**src/rtl/clock_pkg.sv**
```systemverilog
// Shared constants and BCD validation helper for the time-of-day keeper.
package clock_pkg;

  localparam int         C_BCD_W    = 4;
  localparam logic [9:0] C_MS_MAX   = 10'd999;
  localparam logic [7:0] C_SEC_MAX  = 8'h59;
  localparam logic [7:0] C_MIN_MAX  = 8'h59;
  localparam logic [7:0] C_HOUR_MAX = 8'h23;

  // Valid BCD orders the same as binary, so the range check is a plain compare.
  function automatic logic bcd2_valid(input logic [7:0] value, input logic [7:0] max);
    return (value[C_BCD_W-1:0] <= 4'd9) && (value[2*C_BCD_W-1:C_BCD_W] <= 4'd9) && (value <= max);
  endfunction

endpackage

```
**src/rtl/bcd2_mod_counter.sv**
```systemverilog
// Two-digit packed-BCD modulo counter with synchronous load; wrap flags the max->00 step.
module bcd2_mod_counter
  import clock_pkg::*;
#(
  parameter logic [7:0] P_MAX   = C_SEC_MAX,
  parameter logic [7:0] P_RESET = 8'h00
) (
  input  logic       i_clk,
  input  logic       i_rstn,
  input  logic       i_inc,
  input  logic       i_load,
  input  logic [7:0] i_load_value,
  output logic [7:0] o_value,
  output logic       o_wrap
);

  logic [C_BCD_W-1:0] ones;
  logic [C_BCD_W-1:0] tens;
  logic [7:0]         next_inc;

  assign ones = o_value[C_BCD_W-1:0];
  assign tens = o_value[2*C_BCD_W-1:C_BCD_W];

  always_comb begin
    next_inc = {tens, ones + 4'd1};
    if (o_value == P_MAX) begin
      next_inc = 8'h00;
    end else if (ones == 4'd9) begin
      next_inc = {tens + 4'd1, 4'd0};
    end
  end

  assign o_wrap = i_inc & (o_value == P_MAX);

  always_ff @(posedge i_clk or negedge i_rstn) begin
    if (!i_rstn) begin
      o_value <= P_RESET;
    end else if (i_load) begin
      o_value <= i_load_value;
    end else if (i_inc) begin
      o_value <= next_inc;
    end
  end

endmodule

```
**src/rtl/clock_time_keeper.sv**
```systemverilog
// Time-of-day keeper: ms counter plus BCD seconds/minutes/hours with load, adjust and rollover ticks.
module clock_time_keeper
  import clock_pkg::*;
#(
  parameter int         P_MS_PER_SEC = 1000,
  parameter logic [7:0] P_RESET_HH   = 8'h00,
  parameter logic [7:0] P_RESET_MM   = 8'h00
) (
  input  logic       i_clk,
  input  logic       i_rstn,
  input  logic       i_ms_pulse,
  input  logic       i_run,
  input  logic       i_load,
  input  logic [7:0] i_load_hh,
  input  logic [7:0] i_load_mm,
  input  logic [7:0] i_load_ss,
  input  logic       i_inc_min,
  input  logic       i_inc_hour,
  output logic [9:0] o_ms,
  output logic [7:0] o_ss,
  output logic [7:0] o_mm,
  output logic [7:0] o_hh,
  output logic       o_sec_tick,
  output logic       o_min_tick,
  output logic       o_day_tick,
  output logic       o_load_err
);

  localparam logic [9:0] MS_MAX = 10'(P_MS_PER_SEC - 1);

  logic load_valid;
  logic load_ok;
  logic load_bad;
  logic advance;
  logic ms_wrap;
  logic sec_wrap;
  logic min_wrap;
  logic hour_wrap;
  logic min_carry;
  logic min_inc;
  logic hour_inc;

  assign load_valid = bcd2_valid(i_load_hh, C_HOUR_MAX)
                    & bcd2_valid(i_load_mm, C_MIN_MAX)
                    & bcd2_valid(i_load_ss, C_SEC_MAX);
  assign load_ok    = i_load & load_valid;
  assign load_bad   = i_load & ~load_valid;

  // A valid load swallows any coincident pulse or adjust; a rejected one does not.
  assign advance    = i_ms_pulse & i_run & ~load_ok;
  assign ms_wrap    = advance & (o_ms == MS_MAX);

  // An adjust on a field replaces that field's carry, so the carry stops there.
  assign min_inc    = ~load_ok & (i_inc_min | sec_wrap);
  assign min_carry  = min_wrap & ~i_inc_min;
  assign hour_inc   = ~load_ok & (i_inc_hour | min_carry);

  always_ff @(posedge i_clk or negedge i_rstn) begin
    if (!i_rstn) begin
      o_ms <= '0;
    end else if (load_ok) begin
      o_ms <= '0;
    end else if (advance) begin
      o_ms <= ms_wrap ? 10'd0 : o_ms + 10'd1;
    end
  end

  bcd2_mod_counter #(.P_MAX(C_SEC_MAX), .P_RESET(8'h00)) u_sec (
    .i_clk        (i_clk),
    .i_rstn       (i_rstn),
    .i_inc        (ms_wrap),
    .i_load       (load_ok),
    .i_load_value (i_load_ss),
    .o_value      (o_ss),
    .o_wrap       (sec_wrap)
  );

  bcd2_mod_counter #(.P_MAX(C_MIN_MAX), .P_RESET(P_RESET_MM)) u_min (
    .i_clk        (i_clk),
    .i_rstn       (i_rstn),
    .i_inc        (min_inc),
    .i_load       (load_ok),
    .i_load_value (i_load_mm),
    .o_value      (o_mm),
    .o_wrap       (min_wrap)
  );

  bcd2_mod_counter #(.P_MAX(C_HOUR_MAX), .P_RESET(P_RESET_HH)) u_hour (
    .i_clk        (i_clk),
    .i_rstn       (i_rstn),
    .i_inc        (hour_inc),
    .i_load       (load_ok),
    .i_load_value (i_load_hh),
    .o_value      (o_hh),
    .o_wrap       (hour_wrap)
  );

  always_ff @(posedge i_clk or negedge i_rstn) begin
    if (!i_rstn) begin
      o_sec_tick <= 1'b0;
      o_min_tick <= 1'b0;
      o_day_tick <= 1'b0;
      o_load_err <= 1'b0;
    end else begin
      o_sec_tick <= ms_wrap;
      o_min_tick <= sec_wrap & ~i_inc_min;
      o_day_tick <= hour_wrap & ~i_inc_hour;
      o_load_err <= load_bad;
    end
  end

endmodule
```
**config.mk**
```make
export PLATFORM = sky130hd
export DESIGN_NAME = clock_time_keeper
export DESIGN_NICKNAME = d
export VERILOG_FILES = /design/src/rtl/clock_pkg.sv /design/src/rtl/bcd2_mod_counter.sv /design/src/rtl/clock_time_keeper.sv
export SDC_FILE = /design/constraint.sdc
export NUM_CORES = 1
export LEC_CHECK = 0
export CAP_MARGIN = 20
export CORE_UTILIZATION = 45
export DETAILED_ROUTE_END_ITERATION = 10
export PLACE_DENSITY_LB_ADDON = 0.12
export SLEW_MARGIN = 20
export SYNTH_ARGS = -nofsm -noshare
export SYNTH_HDL_FRONTEND = slang
export SYNTH_SLANG_ARGS = --single-unit
```
**constraint.sdc**
```tcl
create_clock -name i_clk -period 4.4 [get_ports i_clk]
set_clock_uncertainty 0.1 [all_clocks]
set_input_delay 0.44 -clock i_clk [delete_from_list [all_inputs] [get_ports i_clk]]
set_output_delay 0.44 -clock i_clk [all_outputs]
set_load 0.01 [all_outputs]
```
=== After elaboration in Yosys (flattened, before gate mapping) ===
Index checks and enable logic that the tools add are counted.

* Word-level logic and storage cells: 86
* Register bits after elaboration: 38

* Reductions and logical operators: 16
* Equality and inequality tests: 7
* Bitwise logic cells: 21
* Add/sub/neg operators: 7
* Multiplexer cells: 15
* $lt $le $gt $ge: 9

{| class="wikitable"
|+ Operators with widths
! cell !! number
|-
| two-way mux 8 bit || 12
|-
| two-way mux 10 bit || 3
|-
| adder 4 x 1 -> 4 bit (second input constant) || 6
|-
| <= comparator 4 bit (second input constant) || 6
|-
| == test 8 x 7 -> 1 bit (second input constant) || 2
|-
| <= comparator 8 x 7 -> 1 bit (second input constant) || 2
|-
| AND 1 bit || 15
|-
| == test 4 bit (second input constant) || 3
|-
| adder 10 x 1 -> 10 bit (second input constant) || 1
|-
| == test 10 bit (second input constant) || 1
|-
| nonzero test 3 bit || 3
|-
| == test 8 x 6 -> 1 bit (second input constant) || 1
|-
| <= comparator 8 x 6 -> 1 bit (second input constant) || 1
|-
| nonzero test 2 bit || 4
|-
| logical AND 1 bit || 6
|-
| AND reduction 2 bit || 3
|-
| inverter 1 bit || 4
|-
| bitwise OR 1 bit || 2
|}

=== Longest topological paths before layout ===
* Word-level depth: 18
* Gate-level depth with buffers: 9
* Gate-level depth less buffers: 7

=== By module ===
From an unflattened synthesis, not the netlist that was laid out.

* Cell total of the unflattened synthesis: 277
* Area, all modules: 2557.5 µm²

{| class="wikitable"
|+ Modules (own cells, without submodules)
! module !! instances !! seq. area each (µm²) !! cells an instance !! area each (µm²)
|-
| bcd2_mod_counter at u_min ... || 2 || 200.2 || 64 || 606.8
|-
| clock_time_keeper || 1 || 350.3 || 90 || 792.0
|-
| bcd2_mod_counter at u_hour || 1 || 200.2 || 59 || 551.8
|}

=== Worst setup path after synthesis ===
No wires, ideal clock.

* Path kind: register to register
* Start point: register u_sec.o_value[5]
* End point: register u_hour.o_value[7]
* Required time: 4.222 ns
* Setup slack: 2.360 ns
* Arrival time: 1.861 ns
* Stages on the path, launching flop included: 9
* Clock period less this slack: 2.040 ns
* Setup time: 0.078 ns
* Cells stage by stage: dfrtp_1 -> inv_1 -> ha_1 -> and3b_1 -> buf_2 -> and2b_1 -> a41oi_4 -> or4_1 -> a21oi_1

* Cells in the longest elaborated chain, start to end: 10

{| class="wikitable"
|+ RTL lines
! item !! RTL line !! RTL
|-
| start: declaration || bcd2_mod_counter.sv:13 || <nowiki>output logic [7:0] o_value,</nowiki>
|-
| start signal: assignment || bcd2_mod_counter.sv:39 || <nowiki>o_value <= i_load_value;</nowiki>
|-
| start signal: assignment || bcd2_mod_counter.sv:41 || <nowiki>o_value <= next_inc;</nowiki>
|-
| == test 8 x 7 -> 1 bit || bcd2_mod_counter.sv:33 || <nowiki>assign o_wrap = i_inc & (o_value == P_MAX);</nowiki>
|-
| AND 1 bit || bcd2_mod_counter.sv:33 ||
|-
| bitwise OR 1 bit || clock_time_keeper.sv:54 || <nowiki>assign min_inc = ~load_ok & (i_inc_min | sec_wrap);</nowiki>
|-
| AND 1 bit || clock_time_keeper.sv:54 ||
|-
| AND 1 bit || bcd2_mod_counter.sv:33 ||
|-
| AND 1 bit || clock_time_keeper.sv:55 || <nowiki>assign min_carry = min_wrap & ~i_inc_min;</nowiki>
|-
| bitwise OR 1 bit || clock_time_keeper.sv:56 || <nowiki>assign hour_inc = ~load_ok & (i_inc_hour | min_carry);</nowiki>
|-
| AND 1 bit || clock_time_keeper.sv:56 ||
|-
| nonzero test 2 bit (no source line) || - ||
|-
| AND reduction 2 bit (no source line) || - ||
|-
| end signal: assignment || bcd2_mod_counter.sv:39 ||
|-
| end signal: assignment || bcd2_mod_counter.sv:41 ||
|-
| end: declaration || bcd2_mod_counter.sv:13 ||
|}

Every way passes these cells.
A chain may end at the register's enable or synchronous reset.

=== Worst setup path in the final report ===
* Start point: input i_load_hh[2]
* End point: register o_day_tick

* Cells in the longest elaborated chain, start to end: 18
* Elaborated cells between the ends (all ways): 19
* Classes of those cells: order compare (2); bitwise (15); reduce/logical (2)

{| class="wikitable"
|+ RTL lines
! item !! RTL line !! RTL
|-
| start: declaration || clock_time_keeper.sv:14 || <nowiki>input logic [7:0] i_load_hh,</nowiki>
|-
| branches (longest 2 deep; another with <= comparator 8 x 6 -> 1 bit) || - ||
|-
| logical AND 1 bit * || clock_pkg.sv:12 || <nowiki>return (value[C_BCD_W-1:0] <= 4'd9) && (value[2*C_BCD_W-1:C_BCD_W] <= 4'd9) && (value <= max);</nowiki>
|-
| AND 1 bit * || clock_time_keeper.sv:44 || <nowiki>& bcd2_valid(i_load_mm, C_MIN_MAX)</nowiki>
|-
| AND 1 bit * || clock_time_keeper.sv:45 || <nowiki>& bcd2_valid(i_load_ss, C_SEC_MAX);</nowiki>
|-
| AND 1 bit * || clock_time_keeper.sv:46 || <nowiki>assign load_ok = i_load & load_valid;</nowiki>
|-
| inverter 1 bit * || clock_time_keeper.sv:50, clock_time_keeper.sv:54, clock_time_keeper.sv:56 ||
|-
| AND 1 bit || clock_time_keeper.sv:50 || <nowiki>assign advance = i_ms_pulse & i_run & ~load_ok;</nowiki>
|-
| AND 1 bit || clock_time_keeper.sv:51 || <nowiki>assign ms_wrap = advance & (o_ms == MS_MAX);</nowiki>
|-
| AND 1 bit || bcd2_mod_counter.sv:33 ||
|-
| bitwise OR 1 bit || clock_time_keeper.sv:54 ||
|-
| AND 1 bit || clock_time_keeper.sv:54 ||
|-
| AND 1 bit || bcd2_mod_counter.sv:33 ||
|-
| AND 1 bit || clock_time_keeper.sv:55 ||
|-
| bitwise OR 1 bit || clock_time_keeper.sv:56 ||
|-
| AND 1 bit * || clock_time_keeper.sv:56 ||
|-
| AND 1 bit * || bcd2_mod_counter.sv:33 ||
|-
| AND 1 bit * || clock_time_keeper.sv:107 || <nowiki>o_day_tick <= hour_wrap & ~i_inc_hour;</nowiki>
|-
| end signal: assignment || clock_time_keeper.sv:107 ||
|-
| end: declaration || clock_time_keeper.sv:25 || <nowiki>output logic o_day_tick,</nowiki>
|}

Mark *: on every way between the ends.

==> out/metrics.yaml <==
cells_and_area:
  area.growth.synth_to_final_pct: 33.5
  num-fill-cells: 437
  finalNonFillerCells: 391
  fin_nets: 369
  drive_gt1_frac: 0.0370
  n_antenna_cell: 0
route:
  first_iter_violations: 115
  dr.pass1.iters: 4
  antenna_left: 0
  num_vias: 2216
  drc: 0
  wl_mm: 5.65
  drt-vias-per-instance: 5.67
  wl_per_cell_um: 14.5
sta:
  setup_violations: 0
  slew_violations: 0
  period_minus_slack_ns: 2.70
  final.period_utilization: 0.613
  relSlewSlack: 0.360
  finalSetupTns_ns: 0
  fmax_mhz: 371
  tightest_slew_ns: 0.959
  hold_viol: 0
  rsz0062_at_grt: "no"
global_route:
  gr-usage-met3: 0.0329
  grtUsageTotal: 0.218
  top_usage_layer: "met2"
  grt_use_met1: 0.274
  grt-ovfl-total: 0
  first_global_vias: 2025
  antenna_found_initial: 0
  grt_pass1_wl_mm: 9.16
  grtUsageMet2: 0.383
  grt_max_degree: 39
clock_network:
  cts_tree: "built"
  clock_latency_ns: 0.29
  post-cts-setup-buffer-count: 0
  hold_buffers: 0
  clkSinkCount: 38
  clockRootBuffer: "clkbuf_8"
  path_clk_slew_ns: 0.08
  ctsResizeCount: 0
  h-tree-depth: 2
  cts_buffers: 5
  clockBufferDepth: 2
logic_synthesis:
  synth_compound_area_frac: 0.179
  syn_nets: 307
  synth.avg_cell_area_um2: 8.84
  synthAdderAreaFrac: 0.0700
  synth_ff_type: "dfrtp_1"
  synth_mux_area_frac: 0.00861
  yosys-top-cells-area: "dfrtp_1 41%, ha_1 7.0%, o21ai_0 5.0%"
  synth_seq_cells: 38
  synth_xor_area_frac: 0.0151
  ys_seq_area_frac: 0.409
  yosys.area_share.simple: 0.276
  yosys.cell_types.count: 45
  yosys_warnings: 0
  synth_top_area_share: 0.409
  synth-edff-count: 0
  synthArstFlopShare: 1.00
  netlist_instances: 263
  synth_top_family_by_area: "simple AND/OR/NAND/NOR gates"
  synth_area_um2: 2320
  synth_area_leader_cell: "dfrtp_1"
hold_path:
  hp-class: "primary input to async pin"
power:
  power_w: 0.00134
  clockPowerShare: 0.182
  power_switching_w: 0.000476
  p_leak_nw: 1.27
  sw_frac_of_total: 0.356
  power.density_nw_per_um2: 431
  p_seq_frac: 0.434
  power.ir.vdd_worst_mv: 0.265
  pwr-share-comb: 0.383
  p_int_w: 0.000861
place:
  portBuffers: 68
  dpl.hpwl_mm: 4.12
  gp_congestion: 0.832
  placed_cells: 385
worst_setup_path:
  crit_path_max_fanout: 28
  r2r-end: "u_min.o_value[6]"
  worstSetupPathType: "primary input to register"
  cp-end-kind: "register"
  r2r-start: "o_ms[0]"
  reg2reg_depth: 6
  cp-start-kind: "primary input"
  worst_ep_required_time_ns: 4.48
  reg2reg_slack_ns: 1.97
  critPathArrivalTime_ns: 2.78
die:
  rows: 25
  start_util: 0.479
  die_area_um2: 5460
  core_region_area_um2: 4850
  ios: 69
  die_width_um: 73.9
  die_h_um: 73.9
job:
  cap_violations: 0
run_status:
  status: "finished clean"
power by group through the flow:
stage	registers, W	clock network (W)	logic [W]
finish	0.000581	0.000244	0.000513
global route	0.000597	0.000260	0.000571
CTS	0.000579	0.000248	0.000517
detailed placement	0.000583	0	0.000514
global placement	0.000582	0	0.000504
floorplan	0.000594	0	0.000215
cells in the final DEF (no fill, tap or decap), types with 4 or more instances in the layout:
cell	Yosys	routed
clkdlybuf4s50_1	0	67
dfrtp_1	38	38
nand2_1	24	24
o21ai_0	23	23
nor2_1	22	22
a21oi_1	17	17
a31oi_1	15	15
ha_1	13	13
nor3_1	12	12
inv_1	10	10
nand3_1	9	9
or3_1	8	8
or4_1	7	7
clkbuf_8	0	6
and3_1	5	5
nand4_1	5	5
and3b_1	4	4
kinds of logic (layout without fill, tap and decap cells):
kind of cell | count (synthesis) | in the layout
xor+xnor | 4 | 4
simple gates | 116 | 116
fa+ha+maj | 13 | 13
mux | 2 | 2
compound gates | 67 | 67
flops | 38 | 38
buf+inv | 23 | 84
worst max-delay path by stage:
stage | cells after the start | to | start | slack [ns]
final | 5 | o_day_tick | i_load_hh[2] | 1.70
after global routing | 5 | o_day_tick | i_load_hh[1] | 1.52
after CTS | 5 | o_day_tick | i_load_hh[2] | 1.68
after detailed placement | 5 | o_day_tick | i_load_hh[2] | 1.38
after global placement | 5 | o_day_tick | i_load_hh[2] | 1.40
after floorplan | 8 | u_hour.o_value[7] | u_sec.o_value[5] | 2.36
cell usage after synthesis, types with 2 or more instances:
cell type,number
mux2i_1,2
nand4_1,5
o21ai_0,23
nand2_1,24
nor2_1,22
nand3_1,9
and3b_1,4
nor4_1,3
inv_1,10
clkbuf_1,7
and3_1,5
buf_2,5
nor3_1,12
dfrtp_1,38
a31oi_1,15
and2_1,3
or3_1,8
o31ai_1,3
ha_1,13
a21oi_1,17
nand3b_1,3
or4_1,7
xnor2_1,3
final cells by class:
cell class	count	area, um2	share of cell area
clock buffer	6	82.6	0.0266
inverter	10	37.5	0.0121
multi-input combinational	202	1270	0.410
sequential	38	951	0.306
tap	67	83.8	0.0270
timing repair buffer	68	676	0.218
worst max-delay path, cell delays in order:
cell and delay, ns:
clkdlybuf4s50_1 0.44, o32ai_1 0.49, nand3_1 0.78, and3_1 0.43, and4b_1 0.19
layer usage:
metal,part of all wire,vias up
li1,-,1094
met1,0.45,1057
met2,0.49,57
met3,0.044,8
met4,0.013,0
met5,0,-
through the flow:
step	hold slack [ns]	worst slack (ns)	util	instance area [um2]
after CTS	0.178	1.68	0.640	3100
final	0.142	1.70	0.640	3100
after detailed placement	0.463	1.38	0.623	3020
after global placement	0.454	1.40	0.623	3020
after floorplan	0.0444	2.36	-	2320
after global routing	0.244	1.52	0.640	3100
state kept, by name (all words and copies together) (netlist names):
register,count
u_hour.o_value,8
o_load_err,1
o_ms,10
u_min.o_value,8
u_sec.o_value,8
o_day_tick,1
o_sec_tick,1
o_min_tick,1
Note: power is estimated with default switching activity, not from simulation.
